==> src/rtl/cnt_pkg.sv <==
// -----------------------------------------------------------------------------
// cnt_pkg
//   Shared definitions for the cnt_timer block.
//   - CNT_WIDTH_DEF / CNT_DIV_DEF : default count width and prescaler ratio
//   - cnt_state_e                 : counter sequencing state (running / done)
//   - clog2                       : ceiling log2, used to size the prescaler
// -----------------------------------------------------------------------------
package cnt_pkg;

  localparam int CNT_WIDTH_DEF = 8;
  localparam int CNT_DIV_DEF   = 1;

  // ST_DONE is the one-shot "stopped at top" state; it is left only when
  // start drops, which re-arms the counter.
  typedef enum logic {
    ST_RUN  = 1'b0,
    ST_DONE = 1'b1
  } cnt_state_e;

  // Ceiling log2; clog2(1) = 0, clog2(4) = 2, clog2(5) = 3.
  function automatic int clog2(input int value);
    int r;
    r = 0;
    for (int i = 0; i < 32; i++) begin
      if ((1 << r) < value) r = r + 1;
    end
    return r;
  endfunction

endpackage : cnt_pkg

==> src/rtl/cnt_if.sv <==
// -----------------------------------------------------------------------------
// cnt_if
//   Control/status bundle between a controller and cnt_timer.
//   Signals (all level-sensitive, sampled on the rising edge of clk; there is
//   no valid/ready handshake -- start enables counting for as long as it is
//   high, clr_it is an active-low level clear):
//     top     : terminal count, inclusive           (controller -> timer)
//     start   : 1 = count, 0 = pause / re-arm        (controller -> timer)
//     freerun : 1 = wrap at top, 0 = one-shot        (controller -> timer)
//     clr_it  : active-low synchronous clear of it   (controller -> timer)
//     cnt     : current count, registered            (timer -> controller)
//     it      : sticky terminal event, registered    (timer -> controller)
//     state   : sequencing state, debug visibility   (timer -> controller)
//   Modports: master = controller side, slave = timer side.
// -----------------------------------------------------------------------------
interface cnt_if
  import cnt_pkg::*;
#(
  parameter int WIDTH = CNT_WIDTH_DEF
) ();

  logic [WIDTH-1:0] top;
  logic             start;
  logic             freerun;
  logic             clr_it;
  logic [WIDTH-1:0] cnt;
  logic             it;
  cnt_state_e       state;

  modport master (
    output top,
    output start,
    output freerun,
    output clr_it,
    input  cnt,
    input  it,
    input  state
  );

  modport slave (
    input  top,
    input  start,
    input  freerun,
    input  clr_it,
    output cnt,
    output it,
    output state
  );

endinterface : cnt_if

==> src/rtl/cnt_prescaler.sv <==
// -----------------------------------------------------------------------------
// cnt_prescaler
//   Divides the clock into a one-cycle tick every DIV cycles while en is high.
//   The internal counter runs 0..DIV-1, ticks on DIV-1 and is held at 0 while
//   en is low, so the first tick after enabling arrives DIV clocks later.
//   Ports:
//     clk  : clock, rising edge
//     rstn : asynchronous active-low reset
//     en   : enable; low clears the divider
//     tick : one-clock pulse every DIV clocks while en = 1
// -----------------------------------------------------------------------------
module cnt_prescaler
  import cnt_pkg::*;
#(
  parameter int DIV = CNT_DIV_DEF
) (
  input  logic clk,
  input  logic rstn,
  input  logic en,
  output logic tick
);

  // DIV = 1 needs no counting bits, but keep one so the vector is legal.
  localparam int PW = (clog2(DIV) < 1) ? 1 : clog2(DIV);
  localparam logic [PW-1:0] LAST = PW'(DIV - 1);

  logic [PW-1:0] pc_q;
  logic [PW-1:0] pc_d;

  always_comb begin
    pc_d = pc_q;
    if (!en) begin
      pc_d = '0;
    end else if (pc_q == LAST) begin
      pc_d = '0;
    end else begin
      pc_d = pc_q + PW'(1);
    end
  end

  always_ff @(posedge clk or negedge rstn) begin
    if (!rstn) begin
      pc_q <= '0;
    end else begin
      pc_q <= pc_d;
    end
  end

  assign tick = en && (pc_q == LAST);

endmodule : cnt_prescaler

==> src/rtl/cnt_timer.sv <==
// -----------------------------------------------------------------------------
// cnt_timer
//   Up-counter/timer with an inclusive programmable terminal value, free-run
//   or one-shot operation and a sticky terminal-count event flag.
//   Optional feature: define CNT_PRESCALE_EN to advance the count only every
//   DIV clocks (cnt_prescaler); without it the count advances every clock
//   and DIV is ignored.
//   Ports:
//     clk  : clock, rising edge
//     rstn : asynchronous active-low reset (cnt = 0, it = 0, not done)
//     bus  : cnt_if.slave -- top/start/freerun/clr_it in, cnt/it/state out
//   Parameters:
//     WIDTH : count width in bits (must match the interface instance)
//     DIV   : prescaler ratio, >= 1
// -----------------------------------------------------------------------------
module cnt_timer
  import cnt_pkg::*;
#(
  parameter int WIDTH = CNT_WIDTH_DEF,
  parameter int DIV   = CNT_DIV_DEF
) (
  input  logic   clk,
  input  logic   rstn,
  cnt_if.slave   bus
);

  if (DIV < 1) begin : g_div_check
    $error("cnt_timer: DIV must be >= 1");
  end

  logic [WIDTH-1:0] cnt_q;
  logic [WIDTH-1:0] cnt_d;
  logic             it_q;
  logic             it_d;
  cnt_state_e       state_q;
  cnt_state_e       state_d;
  logic             tick;
  logic             step;
  logic             terminal;

`ifdef CNT_PRESCALE_EN
  cnt_prescaler #(
    .DIV (DIV)
  ) u_prescaler (
    .clk  (clk),
    .rstn (rstn),
    .en   (bus.start),
    .tick (tick)
  );
`else
  assign tick = 1'b1;
`endif

  assign step = bus.start && tick && (state_q == ST_RUN);

  // >= rather than == so that lowering top below the current count ends the
  // cycle on the next step instead of running all the way round.
  assign terminal = (cnt_q >= bus.top);

  always_comb begin
    cnt_d   = cnt_q;
    it_d    = it_q;
    state_d = state_q;

    // Clear first; a terminal event below overrides it so none is lost.
    if (!bus.clr_it) it_d = 1'b0;

    case (state_q)
      ST_RUN: begin
        if (step) begin
          if (terminal) begin
            it_d = 1'b1;
            if (bus.freerun) begin
              cnt_d = '0;
            end else begin
              // One-shot parks at top (clamping if top was lowered below cnt).
              cnt_d   = bus.top;
              state_d = ST_DONE;
            end
          end else begin
            cnt_d = cnt_q + WIDTH'(1);
          end
        end
      end
      ST_DONE: begin
        // Only a drop of start re-arms; freerun changes are ignored here.
        if (!bus.start) begin
          cnt_d   = '0;
          state_d = ST_RUN;
        end
      end
      default: begin
        state_d = ST_RUN;
      end
    endcase
  end

  always_ff @(posedge clk or negedge rstn) begin
    if (!rstn) begin
      cnt_q   <= '0;
      it_q    <= 1'b0;
      state_q <= ST_RUN;
    end else begin
      cnt_q   <= cnt_d;
      it_q    <= it_d;
      state_q <= state_d;
    end
  end

  assign bus.cnt   = cnt_q;
  assign bus.it    = it_q;
  assign bus.state = state_q;

endmodule : cnt_timer

==> src/flat_wrapper.sv <==
// flat-port wrapper written by rule: the top's interface ports become plain ports
module cnt_timer_flat import cnt_pkg::*;
#(
  parameter int WIDTH = CNT_WIDTH_DEF,
  parameter int DIV   = CNT_DIV_DEF
)
  (clk, rstn, bus_top, bus_start, bus_freerun, bus_clr_it, bus_cnt, bus_it, bus_state);
  cnt_if #(.WIDTH(WIDTH)) bus_i ();
  input  logic clk;
  input  logic rstn;
  input wire logic [$bits(bus_i.top)-1:0] bus_top;
  input wire logic [$bits(bus_i.start)-1:0] bus_start;
  input wire logic [$bits(bus_i.freerun)-1:0] bus_freerun;
  input wire logic [$bits(bus_i.clr_it)-1:0] bus_clr_it;
  output wire logic [$bits(bus_i.cnt)-1:0] bus_cnt;
  output wire logic [$bits(bus_i.it)-1:0] bus_it;
  output wire logic [$bits(bus_i.state)-1:0] bus_state;
  assign bus_i.top = bus_top;
  assign bus_i.start = bus_start;
  assign bus_i.freerun = bus_freerun;
  assign bus_i.clr_it = bus_clr_it;
  assign bus_cnt = bus_i.cnt;
  assign bus_it = bus_i.it;
  assign bus_state = bus_i.state;
  cnt_timer #(.WIDTH(WIDTH), .DIV(DIV)) u_core (.clk(clk), .rstn(rstn), .bus(bus_i));
endmodule
==> config.mk <==
export PLATFORM = sky130hd
export DESIGN_NAME = cnt_timer_flat
export DESIGN_NICKNAME = d
export VERILOG_FILES = /design/src/rtl/cnt_pkg.sv /design/src/rtl/cnt_if.sv /design/src/rtl/cnt_prescaler.sv /design/src/rtl/cnt_timer.sv /design/src/flat_wrapper.sv
export SDC_FILE = /design/constraint.sdc
export NUM_CORES = 1
export LEC_CHECK = 0
export ABC_CLOCK_PERIOD_IN_PS = 2810
export CAP_MARGIN = 15
export CORE_MARGIN = 3
export CORE_UTILIZATION = 33
export DETAILED_ROUTE_END_ITERATION = 8
export SLEW_MARGIN = 20
export SYNTH_ARGS = -nofsm -noshare
export SYNTH_HDL_FRONTEND = slang
export SYNTH_SLANG_ARGS = --single-unit
==> constraint.sdc <==
create_clock -name clk -period 2.81 [get_ports clk]
set_clock_uncertainty 0.1 [all_clocks]
set_input_delay 0.281 -clock clk [delete_from_list [all_inputs] [get_ports clk]]
set_output_delay 0.281 -clock clk [all_outputs]
set_load 0.03 [all_outputs]
==> flow_summary.toml <==
[detailed_routing]
vias = 834
totalWireLength_mm = 2.087
dr.pass1.iters = 4
final_antenna_net_count = 0
drt-initial-drc-count = 24
routedWlPerCell_um = 13.64
viasPerCell = 5.451
drt_drc_violations_left = 0

[timing]
worst_pin_slew_ns = 0.4404
period_share = 0.8604
hold_violations = 0
setup_viol = 0
tns_ns = 0
finalMaxSlewViolations = 0
rsz0062_at_grt = "no"
max_slew_margin = 0.7055
period_needed_ns = 2.418
fmax_mhz = 413.6

[flow_run]
drv_cap = 0

[critical_path]
crit_type = "input pin to flip-flop"
worstPathArrival_ns = 2.48
reg2reg_depth = 6
worstPathRequired_ns = 2.87
worstPathMaxFanout = 13
setup.worst_path.start_class = "input pin"
endpoint_kind = "flip-flop"

[die]
die-area_mm2 = 0.003249
coreArea_mm2 = 0.002340
die_h_um = 57
start_util = 0.3668
die_w_um = 57
rows = 17
ios = 23

[synth]
syn_inst = 99
synth_area_leaders = "dfrtp_1, ha_1, inv_1, o211ai_1, a32o_1"
ys_seq_elements = 10
syn_area_um2 = 858.3
syn_nets = 122
avgSynthCellArea_um2 = 8.670
ys.warnings.count = 0
ys_types = 31
yosys.area.top_type_share = 0.2915
synth_top_area_cell = "dfrtp_1"
yosysSeqAreaShare = 0.2915

[layout]
post-route-util = 0.5005
fill_cells = 224
drive_above_1_share = 0.1120
area_growth_pct = 36.44
nNetsFinal = 149
num_antenna_cells = 0

[power]
powerDensity_mw_per_mm2 = 1091
sequentialPowerShare = 0.250
p_switching_uw = 596.2
pwr-share-comb = 0.652
clkPwrFrac = 0.098
leakage_uw = 0.0005123
ir_drop_mv = 0.5445
intPower_uw = 681.0
p_sw_frac = 0.4668

[clock_network]
cts_buffers = 3
clockRootBuffer = "clkbuf_4"
ctsResizeCount = 0
cts_setup_buffers = 0
tritoncts = "built"
cts.sinks = 10
path_clk_slew_ns = 0.06
clkLatencyLatePin_ns = 0.26
h-tree-depth = 1
hold_buffers = 0
cts.path.max_buffers = 2

[global_routing]
grt_overflow_total = 0
grt_pass1_wl_mm = 3.505
grt_pass1_vias = 753
antenna_found_initial = 0
grt_start_max_net_pins = 16
grt_use_total = 0.1342

[min_path]
hold_class = "input pin to async pin"

[placed_design]
gp_congestion = 0.8348
io_buffers = 22
hpwl_mm = 1.728

[outcome]
run_status = "finished clean"
## sequential cells by signal, summed over array words and instances (netlist names)
signal            count
u_core.bus.cnt        8
u_core.bus.state      1
u_core.bus.it         1
## cells in the final DEF (no fill, tap or decap), types with 2 or more instances in the layout
cell type and count:
clkdlybuf4s50_1 22, inv_1 10, ha_1 10, dfrtp_1 10, nand2_1 7, o21ai_0 6, buf_4 6, o211ai_1 5
nor2_1 4, a21oi_1 3, nor3_1 3, nand3_1 3, mux2i_1 3, a32o_1 3, a31oi_1 3, clkbuf_4 3
a221o_1 2, nand2b_1 2, o31ai_1 2, or3_1 2, and3_1 2, a32oi_1 2, nor4_1 2
## final cells by class
class	count	area [µm²]	area share
tap	28	35.03	0.02991
multi-input combinational	73	546.8	0.4669
clock buffer	4	36.28	0.03098
timing repair buffer	28	265.3	0.2265
sequential	10	250.2	0.2137
inverter	10	37.54	0.03205
## power by group through the flow
stage / Combinational [µW] / Sequential [µW] / Clock, µW
finish: 833 / 319 / 125
global route: 917 / 332 / 137
CTS: 839 / 319 / 129
detailed placement: 835 / 321 / 0
global placement: 829 / 321 / 0
floorplan: 399 / 433 / 0
## final timing paths
check                                        from  slack [ns]                end
worst max-delay path                   bus_top[2]        0.39  u_core.bus.cnt[1]
worst min-delay path                         rstn        0.23  u_core.bus.cnt[4]
worst max register to register  u_core.bus.cnt[3]        0.47  u_core.bus.cnt[1]
worst min register to register      u_core.bus.it        0.39      u_core.bus.it
max in group asynchronous                    rstn        2.08  u_core.bus.cnt[3]
min in group clk                    u_core.bus.it        0.39      u_core.bus.it
## cell usage after synthesis
library cell,instances
nor3_1,3
inv_1,10
a31oi_1,3
nand2_1,7
nor2b_1,1
a21oi_1,3
nand2b_1,2
o21ai_0,6
a32o_1,3
or2_0,1
buf_2,1
and3_1,2
o311ai_2,1
and4b_4,1
a32oi_1,2
clkbuf_1,5
nand3_1,3
a221o_1,2
and2_1,1
ha_1,10
o211ai_1,5
nor2_1,4
or3_4,1
or4b_2,1
or4_1,1
or3_1,2
mux2i_1,3
dfrtp_1,10
nor4b_1,1
nor4_1,2
o31ai_1,2
## cell families after synthesis
kind of cell	after synthesis	synth area share
AOI/OAI and AO/OA	27	0.2332
and+or+nand+nor	33	0.2230
muxes	3	0.03499
DFF	10	0.2915
buffers and inverters	16	0.07143
adders and majority gates	10	0.1458
## worst max-delay path, cell delays in order
cell and delay [ns]:
clkdlybuf4s50_1 0.50, inv_1 0.05, ha_1 0.18, or4_1 0.49, a21oi_1 0.11, and4b_4 0.26
or3_4 0.37, o311ai_2 0.23
## metal layers
metal | vias to the layer above | GRT usage | part of all wire
li1 | 426 | - | -
met1 | 382 | 0.2017 | 0.51
met2 | 24 | 0.1941 | 0.44
met3 | 2 | 0.01131 | 0.037
met4 | 0 | 0.05960 | 0.013
met5 | - | 0 | 0
## metrics by stage
stage / area (µm²) / setup WS, ns / hold WS (ns) / instances / power (µW)
2_1_floorplan: 858.3 / 0.4596 / -0.1146 / 99 / 831.9
3_3_place_gp: 1135 / 0.1574 / 0.3654 / 149 / 1150
3_5_place_dp: 1135 / 0.1105 / 0.3896 / 149 / 1156
4_1_cts: 1171 / 0.3855 / 0.2320 / 153 / 1287
5_1_grt: 1171 / 0.2581 / 0.2586 / 153 / 1386
6_report: 1171 / 0.3922 / 0.2298 / 153 / 1277
(Power assumes the default switching activity.)
